[src/rtl/shift_transfer_controller_if.sv]
// Bundle for the command/response channels, serial pins and shift-register control pins.
// The controller uses the master modport; the host and shift-register side use slave.
interface shift_transfer_controller_if #(
  parameter int WIDTH = 8
);
  localparam int LEN_W = $clog2(WIDTH) + 1;

  logic             cmd_valid;
  logic             cmd_ready;
  logic [WIDTH-1:0] cmd_data;
  logic             cmd_dir;
  logic [LEN_W-1:0] cmd_len;

  logic             rsp_valid;
  logic             rsp_ready;
  logic [WIDTH-1:0] rsp_data;

  logic             serial_out;
  logic             serial_out_valid;
  logic             serial_in;

  logic             sr_enable;
  logic [1:0]       sr_direction;
  logic             sr_load;
  logic [WIDTH-1:0] sr_parallel_in;
  logic             sr_serial_in_left;
  logic             sr_serial_in_right;
  logic [WIDTH-1:0] sr_parallel_out;

  modport master (
    input  cmd_valid, cmd_data, cmd_dir, cmd_len, rsp_ready, serial_in, sr_parallel_out,
    output cmd_ready, rsp_valid, rsp_data, serial_out, serial_out_valid,
    output sr_enable, sr_direction, sr_load, sr_parallel_in, sr_serial_in_left, sr_serial_in_right
  );

  modport slave (
    output cmd_valid, cmd_data, cmd_dir, cmd_len, rsp_ready, serial_in, sr_parallel_out,
    input  cmd_ready, rsp_valid, rsp_data, serial_out, serial_out_valid,
    input  sr_enable, sr_direction, sr_load, sr_parallel_in, sr_serial_in_left, sr_serial_in_right
  );
endinterface

[src/rtl/shift_transfer_controller.sv]
// Sequences an external universal shift register through load / shift / respond for serial transfers.
// Optional macro SHIFT_CTRL_ABORT_EN adds an abort input that cancels a transfer in LOAD or SHIFT.
module shift_transfer_controller #(
  parameter int WIDTH   = 8,
  parameter int CLK_DIV = 4
) (
  input logic clk,
  input logic rst_n,
`ifdef SHIFT_CTRL_ABORT_EN
  input logic abort,
`endif
  shift_transfer_controller_if.master bus
);
  localparam int LEN_W = $clog2(WIDTH) + 1;
  localparam int DIV_W = (CLK_DIV > 1) ? $clog2(CLK_DIV) : 1;
  localparam logic [LEN_W-1:0] LEN_MAX  = LEN_W'(WIDTH);
  localparam logic [DIV_W-1:0] DIV_LAST = DIV_W'(CLK_DIV - 1);

  typedef enum logic [1:0] {S_IDLE, S_LOAD, S_SHIFT, S_DONE} state_t;

  state_t           r_fsm;
  logic             r_dir;
  logic [LEN_W-1:0] r_len;
  logic [LEN_W-1:0] r_bit_cnt;
  logic [WIDTH-1:0] r_data;
  logic [DIV_W-1:0] r_div_cnt;

  logic             w_abort;
  logic             w_tick;
  logic             w_last;
  logic [LEN_W-1:0] w_len_eff;

`ifdef SHIFT_CTRL_ABORT_EN
  assign w_abort = abort && ((r_fsm == S_LOAD) || (r_fsm == S_SHIFT));
`else
  assign w_abort = 1'b0;
`endif

  // Zero and out-of-range lengths both mean a full-width transfer.
  assign w_len_eff = ((bus.cmd_len == '0) || (bus.cmd_len > LEN_MAX)) ? LEN_MAX : bus.cmd_len;
  assign w_tick    = (r_fsm == S_SHIFT) && (r_div_cnt == DIV_LAST);
  assign w_last    = (r_bit_cnt == (r_len - LEN_W'(1)));

  always_ff @(posedge clk or negedge rst_n) begin
    if (!rst_n) begin
      r_fsm     <= S_IDLE;
      r_dir     <= 1'b0;
      r_len     <= '0;
      r_bit_cnt <= '0;
      r_data    <= '0;
      r_div_cnt <= '0;
    end else if (w_abort) begin
      r_fsm <= S_IDLE;
    end else begin
      case (r_fsm)
        S_IDLE: begin
          if (bus.cmd_valid && bus.cmd_ready) begin
            r_data <= bus.cmd_data;
            r_dir  <= bus.cmd_dir;
            r_len  <= w_len_eff;
            r_fsm  <= S_LOAD;
          end
        end
        S_LOAD: begin
          r_div_cnt <= '0;
          r_bit_cnt <= '0;
          r_fsm     <= S_SHIFT;
        end
        S_SHIFT: begin
          if (w_tick) begin
            r_div_cnt <= '0;
            r_bit_cnt <= r_bit_cnt + LEN_W'(1);
            if (w_last) r_fsm <= S_DONE;
          end else begin
            r_div_cnt <= r_div_cnt + DIV_W'(1);
          end
        end
        S_DONE: begin
          if (bus.rsp_ready) r_fsm <= S_IDLE;
        end
        default: r_fsm <= S_IDLE;
      endcase
    end
  end

  // rst_n gates cmd_ready so the host sees "not ready" for the whole reset pulse.
  always_comb begin
    bus.cmd_ready          = rst_n && (r_fsm == S_IDLE);
    bus.rsp_valid          = (r_fsm == S_DONE);
    bus.rsp_data           = (r_fsm == S_DONE) ? bus.sr_parallel_out : '0;
    bus.serial_out_valid   = (r_fsm == S_SHIFT);
    bus.serial_out         = (r_fsm == S_SHIFT) &&
                             (r_dir ? bus.sr_parallel_out[0] : bus.sr_parallel_out[WIDTH-1]);
    bus.sr_enable          = 1'b0;
    bus.sr_direction       = 2'b00;
    bus.sr_load            = 1'b0;
    bus.sr_parallel_in     = '0;
    bus.sr_serial_in_left  = 1'b0;
    bus.sr_serial_in_right = 1'b0;
    if (!w_abort) begin
      if (r_fsm == S_LOAD) begin
        bus.sr_enable      = 1'b1;
        bus.sr_direction   = 2'b11;
        bus.sr_load        = 1'b1;
        bus.sr_parallel_in = r_data;
      end else if (w_tick) begin
        bus.sr_enable    = 1'b1;
        bus.sr_direction = r_dir ? 2'b01 : 2'b10;
        if (r_dir) bus.sr_serial_in_left  = bus.serial_in;
        else       bus.sr_serial_in_right = bus.serial_in;
      end
    end
  end
endmodule
[src/flat_wrapper.sv]
// flat-port wrapper written by rule: the top's interface ports become plain ports
module shift_transfer_controller_flat 
#(
  parameter int WIDTH   = 8,
  parameter int CLK_DIV = 4
)
  (clk, rst_n, bus_cmd_valid, bus_cmd_data, bus_cmd_dir, bus_cmd_len, bus_rsp_ready, bus_serial_in, bus_sr_parallel_out, bus_cmd_ready, bus_rsp_valid, bus_rsp_data, bus_serial_out, bus_serial_out_valid, bus_sr_enable, bus_sr_direction, bus_sr_load, bus_sr_parallel_in, bus_sr_serial_in_left, bus_sr_serial_in_right);
  shift_transfer_controller_if #(.WIDTH(WIDTH)) bus_i ();
  input logic clk;
  input logic rst_n;
  input wire logic [$bits(bus_i.cmd_valid)-1:0] bus_cmd_valid;
  input wire logic [$bits(bus_i.cmd_data)-1:0] bus_cmd_data;
  input wire logic [$bits(bus_i.cmd_dir)-1:0] bus_cmd_dir;
  input wire logic [$bits(bus_i.cmd_len)-1:0] bus_cmd_len;
  input wire logic [$bits(bus_i.rsp_ready)-1:0] bus_rsp_ready;
  input wire logic [$bits(bus_i.serial_in)-1:0] bus_serial_in;
  input wire logic [$bits(bus_i.sr_parallel_out)-1:0] bus_sr_parallel_out;
  output wire logic [$bits(bus_i.cmd_ready)-1:0] bus_cmd_ready;
  output wire logic [$bits(bus_i.rsp_valid)-1:0] bus_rsp_valid;
  output wire logic [$bits(bus_i.rsp_data)-1:0] bus_rsp_data;
  output wire logic [$bits(bus_i.serial_out)-1:0] bus_serial_out;
  output wire logic [$bits(bus_i.serial_out_valid)-1:0] bus_serial_out_valid;
  output wire logic [$bits(bus_i.sr_enable)-1:0] bus_sr_enable;
  output wire logic [$bits(bus_i.sr_direction)-1:0] bus_sr_direction;
  output wire logic [$bits(bus_i.sr_load)-1:0] bus_sr_load;
  output wire logic [$bits(bus_i.sr_parallel_in)-1:0] bus_sr_parallel_in;
  output wire logic [$bits(bus_i.sr_serial_in_left)-1:0] bus_sr_serial_in_left;
  output wire logic [$bits(bus_i.sr_serial_in_right)-1:0] bus_sr_serial_in_right;
  assign bus_i.cmd_valid = bus_cmd_valid;
  assign bus_i.cmd_data = bus_cmd_data;
  assign bus_i.cmd_dir = bus_cmd_dir;
  assign bus_i.cmd_len = bus_cmd_len;
  assign bus_i.rsp_ready = bus_rsp_ready;
  assign bus_i.serial_in = bus_serial_in;
  assign bus_i.sr_parallel_out = bus_sr_parallel_out;
  assign bus_cmd_ready = bus_i.cmd_ready;
  assign bus_rsp_valid = bus_i.rsp_valid;
  assign bus_rsp_data = bus_i.rsp_data;
  assign bus_serial_out = bus_i.serial_out;
  assign bus_serial_out_valid = bus_i.serial_out_valid;
  assign bus_sr_enable = bus_i.sr_enable;
  assign bus_sr_direction = bus_i.sr_direction;
  assign bus_sr_load = bus_i.sr_load;
  assign bus_sr_parallel_in = bus_i.sr_parallel_in;
  assign bus_sr_serial_in_left = bus_i.sr_serial_in_left;
  assign bus_sr_serial_in_right = bus_i.sr_serial_in_right;
  shift_transfer_controller #(.WIDTH(WIDTH), .CLK_DIV(CLK_DIV)) u_core (.clk(clk), .rst_n(rst_n), .bus(bus_i));
endmodule
[config.mk]
export PLATFORM = sky130hd
export DESIGN_NAME = shift_transfer_controller_flat
export DESIGN_NICKNAME = d
export VERILOG_FILES = /design/src/rtl/shift_transfer_controller_if.sv /design/src/rtl/shift_transfer_controller.sv /design/src/flat_wrapper.sv
export SDC_FILE = /design/constraint.sdc
export NUM_CORES = 1
export LEC_CHECK = 0
export ABC_CLOCK_PERIOD_IN_PS = 2500
export CAP_MARGIN = 20
export CORE_MARGIN = 2
export CORE_UTILIZATION = 46
export CTS_CLUSTER_SIZE = 25
export DETAILED_ROUTE_END_ITERATION = 6
export GPL_TIMING_DRIVEN = 0
export MAX_ROUTING_LAYER = met4
export PLACE_DENSITY = 0.83
export SYNTH_ARGS = -nofsm -noshare
export SYNTH_HDL_FRONTEND = slang
export SYNTH_SLANG_ARGS = --single-unit
[constraint.sdc]
create_clock -name clk -period 2.5 [get_ports clk]
set_input_delay 0.5 -clock clk [delete_from_list [all_inputs] [get_ports clk]]
set_output_delay 0.5 -clock clk [all_outputs]
set_load 0.02 [all_outputs]
==> metrics.yaml, run 1 <==
floorplanning:
  io_pins: 52
  floorplan.initialDensity_pct: 47.32
  rows: 19
  die_x_um: 56.57
  fp.dieH_um: 56.57
  die_area_um2: 3200
  core_um2: 2686
route:
  ant_nets: 0
  wl_per_cell_um: 12.89
  drc: 0
  vias: 1107
  viasPerCell: 5.149
  drtIter0Drc: 29
  first_pass_iters: 4
  drt_wl_total_um: 2772
clocking:
  hold_buffers: 0
  clock_sink_count: 21
  cts_buffers: 3
  cts_tree: "built"
  cts.reportedPaths.clkPinSlew_ns: 0.12
  cts_setup_buffers: 0
  h-tree-depth: 1
  clkLatencyLatePin_ns: 0.30
  cts_root_buf: "clkbuf_4"
  clk_path_buf_depth: 2
global_route:
  overflow: 0
  grt_use_met1_pct: 20.00
  use_met3_pct: 3.687
  grt_max_degree: 24
  grt_pass1_wl_um: 4754
  grt-busiest-layer: "met2"
  antenna_found_initial: 0
  grt_pass1_vias: 1116
  grt_use_total_pct: 19.40
  grt_use_met2_pct: 36.05
worst_hold_path:
  hp-class: "in -> async"
power_and_ir_drop:
  power_density_nw_per_um2: 301.8
  power_leakage_nw: 0.9168
  ir_worst_vdd_uv: 317.7
synthesis:
  mappedNetlistNets: 165
  synthFlopType: "dfrtp_1"
  synthArstFlopShare_pct: 100.0
  synth_area_leaders: "dfrtp_1 (41%), and2_1 (8.4%), mux2_2 (8.0%)"
  yosys_register_bits: 21
  yosysMostFrequentCell: "dfrtp_1"
  synth.avg_cell_area_um2: 9.704
  synth_edf_count: 0
  yosys-top-cells-count: "dfrtp_1 (21), and2_1 (17), nand2_1 (11)"
  netlist_area_um2: 1271
  synthCells: 131
  synth_cell_types: 29
  yosys_warnings: 0
  yosysTopAreaCellShare_pct: 41.34
  ys_seq_area_share_pct: 41.34
  synth_top_area_cell: "dfrtp_1"
timing:
  fin_crit_sh_pct: 94.25
  min_period_ns: 2.356
  max_freq_mhz: 424.4
  setup_violations: 0
  maxSlewViolCount: 0
  worst_pin_slew_ns: 0.5024
  timing.setup.tns_ns: 0
  max_slew_margin_pct: 66.51
  hold_viol: 0
  finalClockSkew_ns: 0.005825
layout:
  drive_above_1_share_pct: 9.783
  antenna_cells: 0
  final_cells: 215
  fin_nets: 219
  area.growth.synth_to_final_pct: 44.98
worst_setup_path:
  end_kind: "primary output"
  cp_max_fo: 10
  cp.required_ns: 2.00
  critical-path-max-stage-delay_ns: 0.60
  cp.arrival_ns: 1.86
  slowest_stage: "clkdlybuf4s50_1"
  worst-setup-path-type: "reg -> out"
  worst_setup_path_start_kind: "flip-flop"
  worstPathCellList: "ha_1 -> and2_1 -> clkdlybuf4s50_1"
status:
  status: "completed"
placement:
  dp_cells: 213
  hpwl_um: 2270
  place_congestion: 0.7971
  io_buffers: 51
job:
  cap_violations: 0
routing by layer:
layer	share of wire, %	up-vias
met5	0	-
met4	1.4	0
met2	54	37
met1	39	517
met3	6.0	4
li1	-	549
placed cells by master (no fill, tap or decap), drive strengths merged, types with 3 or more instances in the layout:
cell type	instances
clkdlybuf4s50	36
dfrtp	21
and2	17
dlygate4sd2	12
nand2	12
o21ai	10
mux2	9
ha	8
inv	7
nor2	7
nand2b	6
xor2	5
clkbuf	5
nor3	4
nand3	3
kinds of logic (layout without fill, tap and decap cells):
family,after synthesis,after routing,synth area share [%]
muxes,11,11,9.548
xor gates and xnor gates,8,8,6.594
and+or+nand+nor,56,56,23.62
adders and majority gates,8,8,7.874
buffers and inverters,11,64,3.346
DFF,21,21,41.34
AOI/OAI and AO/OA,16,16,7.678
critical path: cells and delay by family (launching register included):
kind / cells / cell delay (ns)
fa+ha+maj: 1 / 0.33
buf+inv: 1 / 0.60
flops: 1 / 0.45
simple gates: 1 / 0.17
area by class of cell:
type,instances,area [µm²]
Inverter,7,26.28
Tap cell,31,38.79
Buffer,2,10.01
Fill cell,232,843.3
Sequential cell,21,525.5
Multi-Input combinational cell,99,718.2
Timing Repair Buffer,51,498.0
Clock buffer,4,26.28
power by group:
group	total, mW	leakage (nW)	internal, mW	switching (mW)
logic	0.0526	0.628	0.0368	0.0158
registers	0.340	0.274	0.340	0
clock network	0.164	0.0150	0.0623	0.102
total	0.556	0.917	0.439	0.118
state kept, by name, indices dropped and copies added (netlist names):
signal,flops
u_core.r_data,8
u_core.r_div_cnt,2
u_core.r_len,4
u_core.r_bit_cnt,4
u_core.r_dir,1
u_core.r_fsm,2
final timing paths:
check | end | cells past startpoint | startpoint | slack [ns]
setup / recovery | bus_rsp_data[7] | 3 | u_core.r_fsm[1] | 0.14
hold / removal | u_core.r_data[0] | 1 | rst_n | 0.23
setup reg to reg | u_core.r_data[4] | 6 | u_core.r_fsm[0] | 0.69
hold reg to reg | u_core.r_len[3] | 2 | u_core.r_len[3] | 0.51
max in group asynchronous | u_core.r_len[1] | 1 | rst_n | 1.92
min in group clk | u_core.r_len[3] | 2 | u_core.r_len[3] | 0.51
what timing repair did:
| action | in CTS | in global routing |
|---|---|---|
| endpoints found under the hold margin | 0 | 0 |
| resized for setup | 19 | 4 |
| endpoints found under the setup margin | 17 | 2 |
stage by stage:
stage	area, µm²	worst slack [ns]	util (%)	power, mW	hold slack [ns]
3_3_place_gp	1821	-0.5469	67.77	0.3991	0.4781
5_1_grt	1843	-0.009015	68.61	0.5778	0.2729
6_report	1843	0.1437	68.61	0.5562	0.2349
2_1_floorplan	1271	0.3459	-	0.3513	0.2044
3_5_place_dp	1821	-0.5556	67.77	0.4003	0.4912
4_1_cts	1831	0.01500	68.14	0.5660	0.2609
No activity file was read; power rests on OpenSTA's default activity.
==> run 2, diff against run 1 <==
--- a/config.mk
+++ b/config.mk
@@ -7,13 +7,14 @@
 export LEC_CHECK = 0
 export ABC_CLOCK_PERIOD_IN_PS = 2500
 export CAP_MARGIN = 20
-export CORE_MARGIN = 2
+export CORE_MARGIN = 4
 export CORE_UTILIZATION = 46
 export CTS_CLUSTER_SIZE = 25
 export DETAILED_ROUTE_END_ITERATION = 6
 export GPL_TIMING_DRIVEN = 0
 export MAX_ROUTING_LAYER = met4
 export PLACE_DENSITY = 0.83
+export SLEW_MARGIN = 20
 export SYNTH_ARGS = -nofsm -noshare
 export SYNTH_HDL_FRONTEND = slang
 export SYNTH_SLANG_ARGS = --single-unit
==> run 2 against run 1 <==
Net effect:
- utilization rose by 2.9 points
- fmax is 0.99% lower
- register-to-register slack about the same
- sequential share of layout area is 0.35 points higher
- die area grew 15%
- via count rose by 3.1%
- clock-buffer cell count is the same
- flip-flop and latch count is the same
- critical endpoint is now bus_cmd_ready
==> metrics.yaml, run 2 (synthesized netlist as in run 1, its figures left out) <==
status:
  status: "completed"
timing:
  maxSlewViolCount: 0
  finalClockSkew_ns: 0.003897
  fin_crit_sh_pct: 95.20
  fin_ws_ns: 0.1200
  fin_hold_ws_ns: 0.2391
  timing.setup.tns_ns: 0
  worst_pin_slew_ns: 0.5102
  min_period_ns: 2.380
  setup_violations: 0
  rsz0062_at_grt: "false"
  max_freq_mhz: 420.2
  max_slew_margin_pct: 65.99
  hold_viol: 0
global_route:
  antenna_found_initial: 0
  overflow: 0
  grt_use_total_pct: 18.36
  grt_pass1_vias: 1120
  grt_pass1_wl_um: 4836
  grt_max_degree: 24
floorplanning:
  rows: 18
  io_pins: 52
  die_x_um: 60.57
  die_area_um2: 3669
  core_um2: 2545
  floorplan.initialDensity_pct: 49.95
  fp.dieH_um: 60.57
layout:
  design_area_um2: 1821
  drive_above_1_share_pct: 9.783
  final_cells: 214
  mostFrequentLayoutCells: "clkdlybuf4s50_1 (36), dfrtp_1 (21), and2_1 (17)"
  fin_util_pct: 71.53
  reg.largest.list: "u_core.r_data (8), u_core.r_bit_cnt (4), u_core.r_len (4)"
  largest_reg_flops: 8
  fin_nets: 219
  antenna_cells: 0
  mostFrequentLayoutCell: "clkdlybuf4s50_1"
  area.growth.synth_to_final_pct: 43.21
  largest-register: "u_core.r_data"
power_and_ir_drop:
  power_density_nw_per_um2: 307.1
  total_power_mw: 0.5592
  power_leakage_nw: 0.9038
  ir_worst_vdd_uv: 344.7
route:
  drc: 0
  viasPerCell: 5.332
  drtIter0Drc: 55
  ant_nets: 0
  drt_wl_total_um: 3072
  wl_per_cell_um: 14.36
  vias: 1141
  first_pass_iters: 4
placement:
  dpl_cell_area_um2: 1819
  place_ws_ns: -0.5802
  place_congestion: 0.7977
  hpwl_um: 2453
  io_buffers: 51
  dp_cells: 212
worst_setup_path:
  worst-setup-path-type: "in -> out"
  reg2reg_depth: 6
  cp_max_fo: 23
  end_kind: "primary output"
  reg2reg_slack_ns: 0.68
  worst_setup_path_start_kind: "input pin"
  cp.required_ns: 2.00
  r2r_start: "u_core.r_fsm[0]"
  cp.arrival_ns: 1.88
  rr_endpoint: "u_core.r_data[5]"
clocking:
  h-tree-depth: 1
  clk_path_buf_depth: 2
  cts_root_buf: "clkbuf_4"
  cts_buffers: 3
  clock_sink_count: 21
  clkLatencyLatePin_ns: 0.31
  cts_tree: "built"
  cts.reportedPaths.clkPinSlew_ns: 0.12
  hold_buffers: 0
job:
  cap_violations: 0
worst_hold_path:
  hp-class: "in -> async"
==> run 2: cell count changes in the layout (fill, tap and decap cells not counted) <==
| cell | change |
|---|---|
| clkbuf_2 | +1 |
| ha_1 | +1 |
| dlygate4sd2_1 | +1 |
| clkdlybuf4s15_1 | -1 |
| dlymetal6s2s_1 | -1 |
| ha_4 | -1 |
==> run 2: worst max path at each step <==
stage,cells after the start,slack (ns),start,end
final,3,0.12,rst_n,bus_cmd_ready
after global routing,5,0.01,u_core.r_fsm[0],bus_sr_direction[1]
after CTS,3,0.04,rst_n,bus_cmd_ready
after detailed placement,3,-0.58,rst_n,bus_cmd_ready
after global placement,3,-0.54,rst_n,bus_cmd_ready
after floorplan,5,0.35,u_core.r_fsm[0],bus_sr_serial_in_right
==> run 2: final cells by class <==
| class | instances | area (µm²) |
|---|---|---|
| Fill cell | 207 | 724.4 |
| Buffer | 2 | 10.01 |
| Inverter | 7 | 26.28 |
| Sequential cell | 21 | 525.5 |
| Multi-Input combinational cell | 99 | 705.7 |
| Timing Repair Buffer | 51 | 489.2 |
| Tap cell | 30 | 37.54 |
| Clock buffer | 4 | 26.28 |
==> run 2: report_power, final <==
part	switching [mW]	internal, mW
registers	0	0.340
clock network	0.104	0.0623
logic	0.0163	0.0368
total	0.120	0.439
==> run 2: timing repair <==
item                                    CTS  global route
resized for setup                        19             4
setup buffers                             0             0
endpoints found under the setup margin   17             2
==> run 2: metal layers <==
metal	track usage, %	part of all wire (%)	up-vias
li1	-	-	547
met1	18.07	37	543
met5	-	0	-
met4	7.121	1.4	0
met3	3.830	9.7	7
met2	34.66	52	44
==> run 2: worst max-delay path, cell delays in order <==
cell	delay, ns
clkdlybuf4s18_2	0.51
and2_1	0.25
clkdlybuf4s50_1	0.62
==> patch: new RTL, config.mk and constraints of run 1 <==
Re-encode `state_t` (4 states) as one-hot, 4 bits wide.
--- a/src/rtl/shift_transfer_controller.sv
+++ b/src/rtl/shift_transfer_controller.sv
@@ -16,7 +16,7 @@
   localparam logic [LEN_W-1:0] LEN_MAX  = LEN_W'(WIDTH);
   localparam logic [DIV_W-1:0] DIV_LAST = DIV_W'(CLK_DIV - 1);
 
-  typedef enum logic [1:0] {S_IDLE, S_LOAD, S_SHIFT, S_DONE} state_t;
+  typedef enum logic [3:0] {S_IDLE = 4'b0001, S_LOAD = 4'b0010, S_SHIFT = 4'b0100, S_DONE = 4'b1000} state_t;
 
   state_t           r_fsm;
   logic             r_dir;
Check against the original RTL: same outputs for any inputs over 10 cycles, from zero or initial values and one cycle with rst_n low; not proved beyond that.
==> patch against run 1 <==
  * Setup slack got worse by 0.015 ns
  * Wire length rose by 1.6%
  * Non-clock buffer count up 4
  * Global-route usage is 0.26 points lower
  * Sequential cell count increased by 2
  * Utilization increased by 5.2 points
  * Design area grew 1.0%
  * Area after synthesis is 1.8% lower
  * Synthesized cell count is 8.4% lower
  * Highest routed layer unchanged
  * Sequential share of layout area is 2.6 points higher
  * Critical path depth unchanged
Power is not compared: it rests on default switching activity, and its combinational part moved more than twofold at a synthesized area within 25%.
==> patch: results (changes against run 1) <==
* Layout cells sized above 1 at 15.17% (was 9.783%)
* Cell family with most CP delay: flip-flops (was buffers and inverters)
* Invs w/o clock at 6 (was 7)
* Final clock-cell share at 1.411% (was 1.426%)
* Synth Instances at 120 (was 131)
* Met3 Use GR at 5.349% (was 3.687%)
* Largest net degree at the start of global routing at 27 (was 24)
* Worst r2r path cells at 5 (was 6)
* Initial DRC Count at 13 (was 29)
* M1 GR Usage at 22.73% (was 20.00%)
* Fin util at 73.81% (was 68.61%)
* Fraction of cell area in non-clock buffers at 30.58% (was 27.56%)
* Footprint of the multi-input gates at 626.9 µm² (was 718.2 µm²)
* Status: completed (unchanged)
* Register area share after synthesis at 46.19% (was 41.34%)
* M1 WL at 1.119 mm (was 1.079 mm)
* DP HPWL at 2.167 mm (was 2.270 mm)
* Max Fclk at 0.4217 GHz (was 0.4244 GHz)
* Commonest cells post-synth: dfrtp_1 (22), and2_1 (17), nor2_1 (11) (was dfrtp_1 (21), and2_1 (17), nand2_1 (11))
* Cells after DPL at 201 (was 213)
* Dpl ws at -0.6021 ns (was -0.5556 ns)
* Worst slew pin tran at 0.5664 ns (was 0.5024 ns)
* DP Area at 1797 µm² (was 1821 µm²)
* Post-CTS Resized at 17 (was 19)
* First-pass GRT wire length at 4.781 mm (was 4.754 mm)
* Buffers excl. clock at 57 (was 53)
* Max FO, Critical Path at 6 (was 10)
* Hold_ws at 0.2589 ns (was 0.2349 ns)
* Worst reg2reg startpoint: u_core.r_fsm[0] (unchanged)
* GR Layer Usage met2 at 32.77% (was 36.05%)
* Final Net Count at 208 (was 219)
* CTS sink cnt at 23 (was 21)
* Filler cell count in the final layout at 202 (was 232)
## patch: changes by cell type in the layout (fill, tap and decap cells not counted), sizes merged, moves of 5 or more
| cell | run 1 | this run |
|---|---|---|
| dlymetal6s2s | 1 | 10 |
| clkdlybuf4s50 | 36 | 28 |
| nand2b | 6 | 0 |
| buf | 1 | 6 |
| ha | 8 | 3 |
| nand2 | 12 | 7 |
## patch: kinds of logic (layout without fill, tap and decap cells)
family,after synthesis,count (layout),synth area share (%)
simple gates,56,56,25.45
mux,10,10,9.218
flops,23,23,46.19
fa+ha+maj,3,3,3.006
buf+inv,9,67,4.308
compound gates,12,12,5.812
xor+xnor,7,7,6.012
## patch: power by group
group / internal [µW] / total [µW] / switching [µW]
Combinational: 138 / 223 / 85.0
Sequential: 436 / 482 / 46.2
Clock: 62.1 / 170 / 108
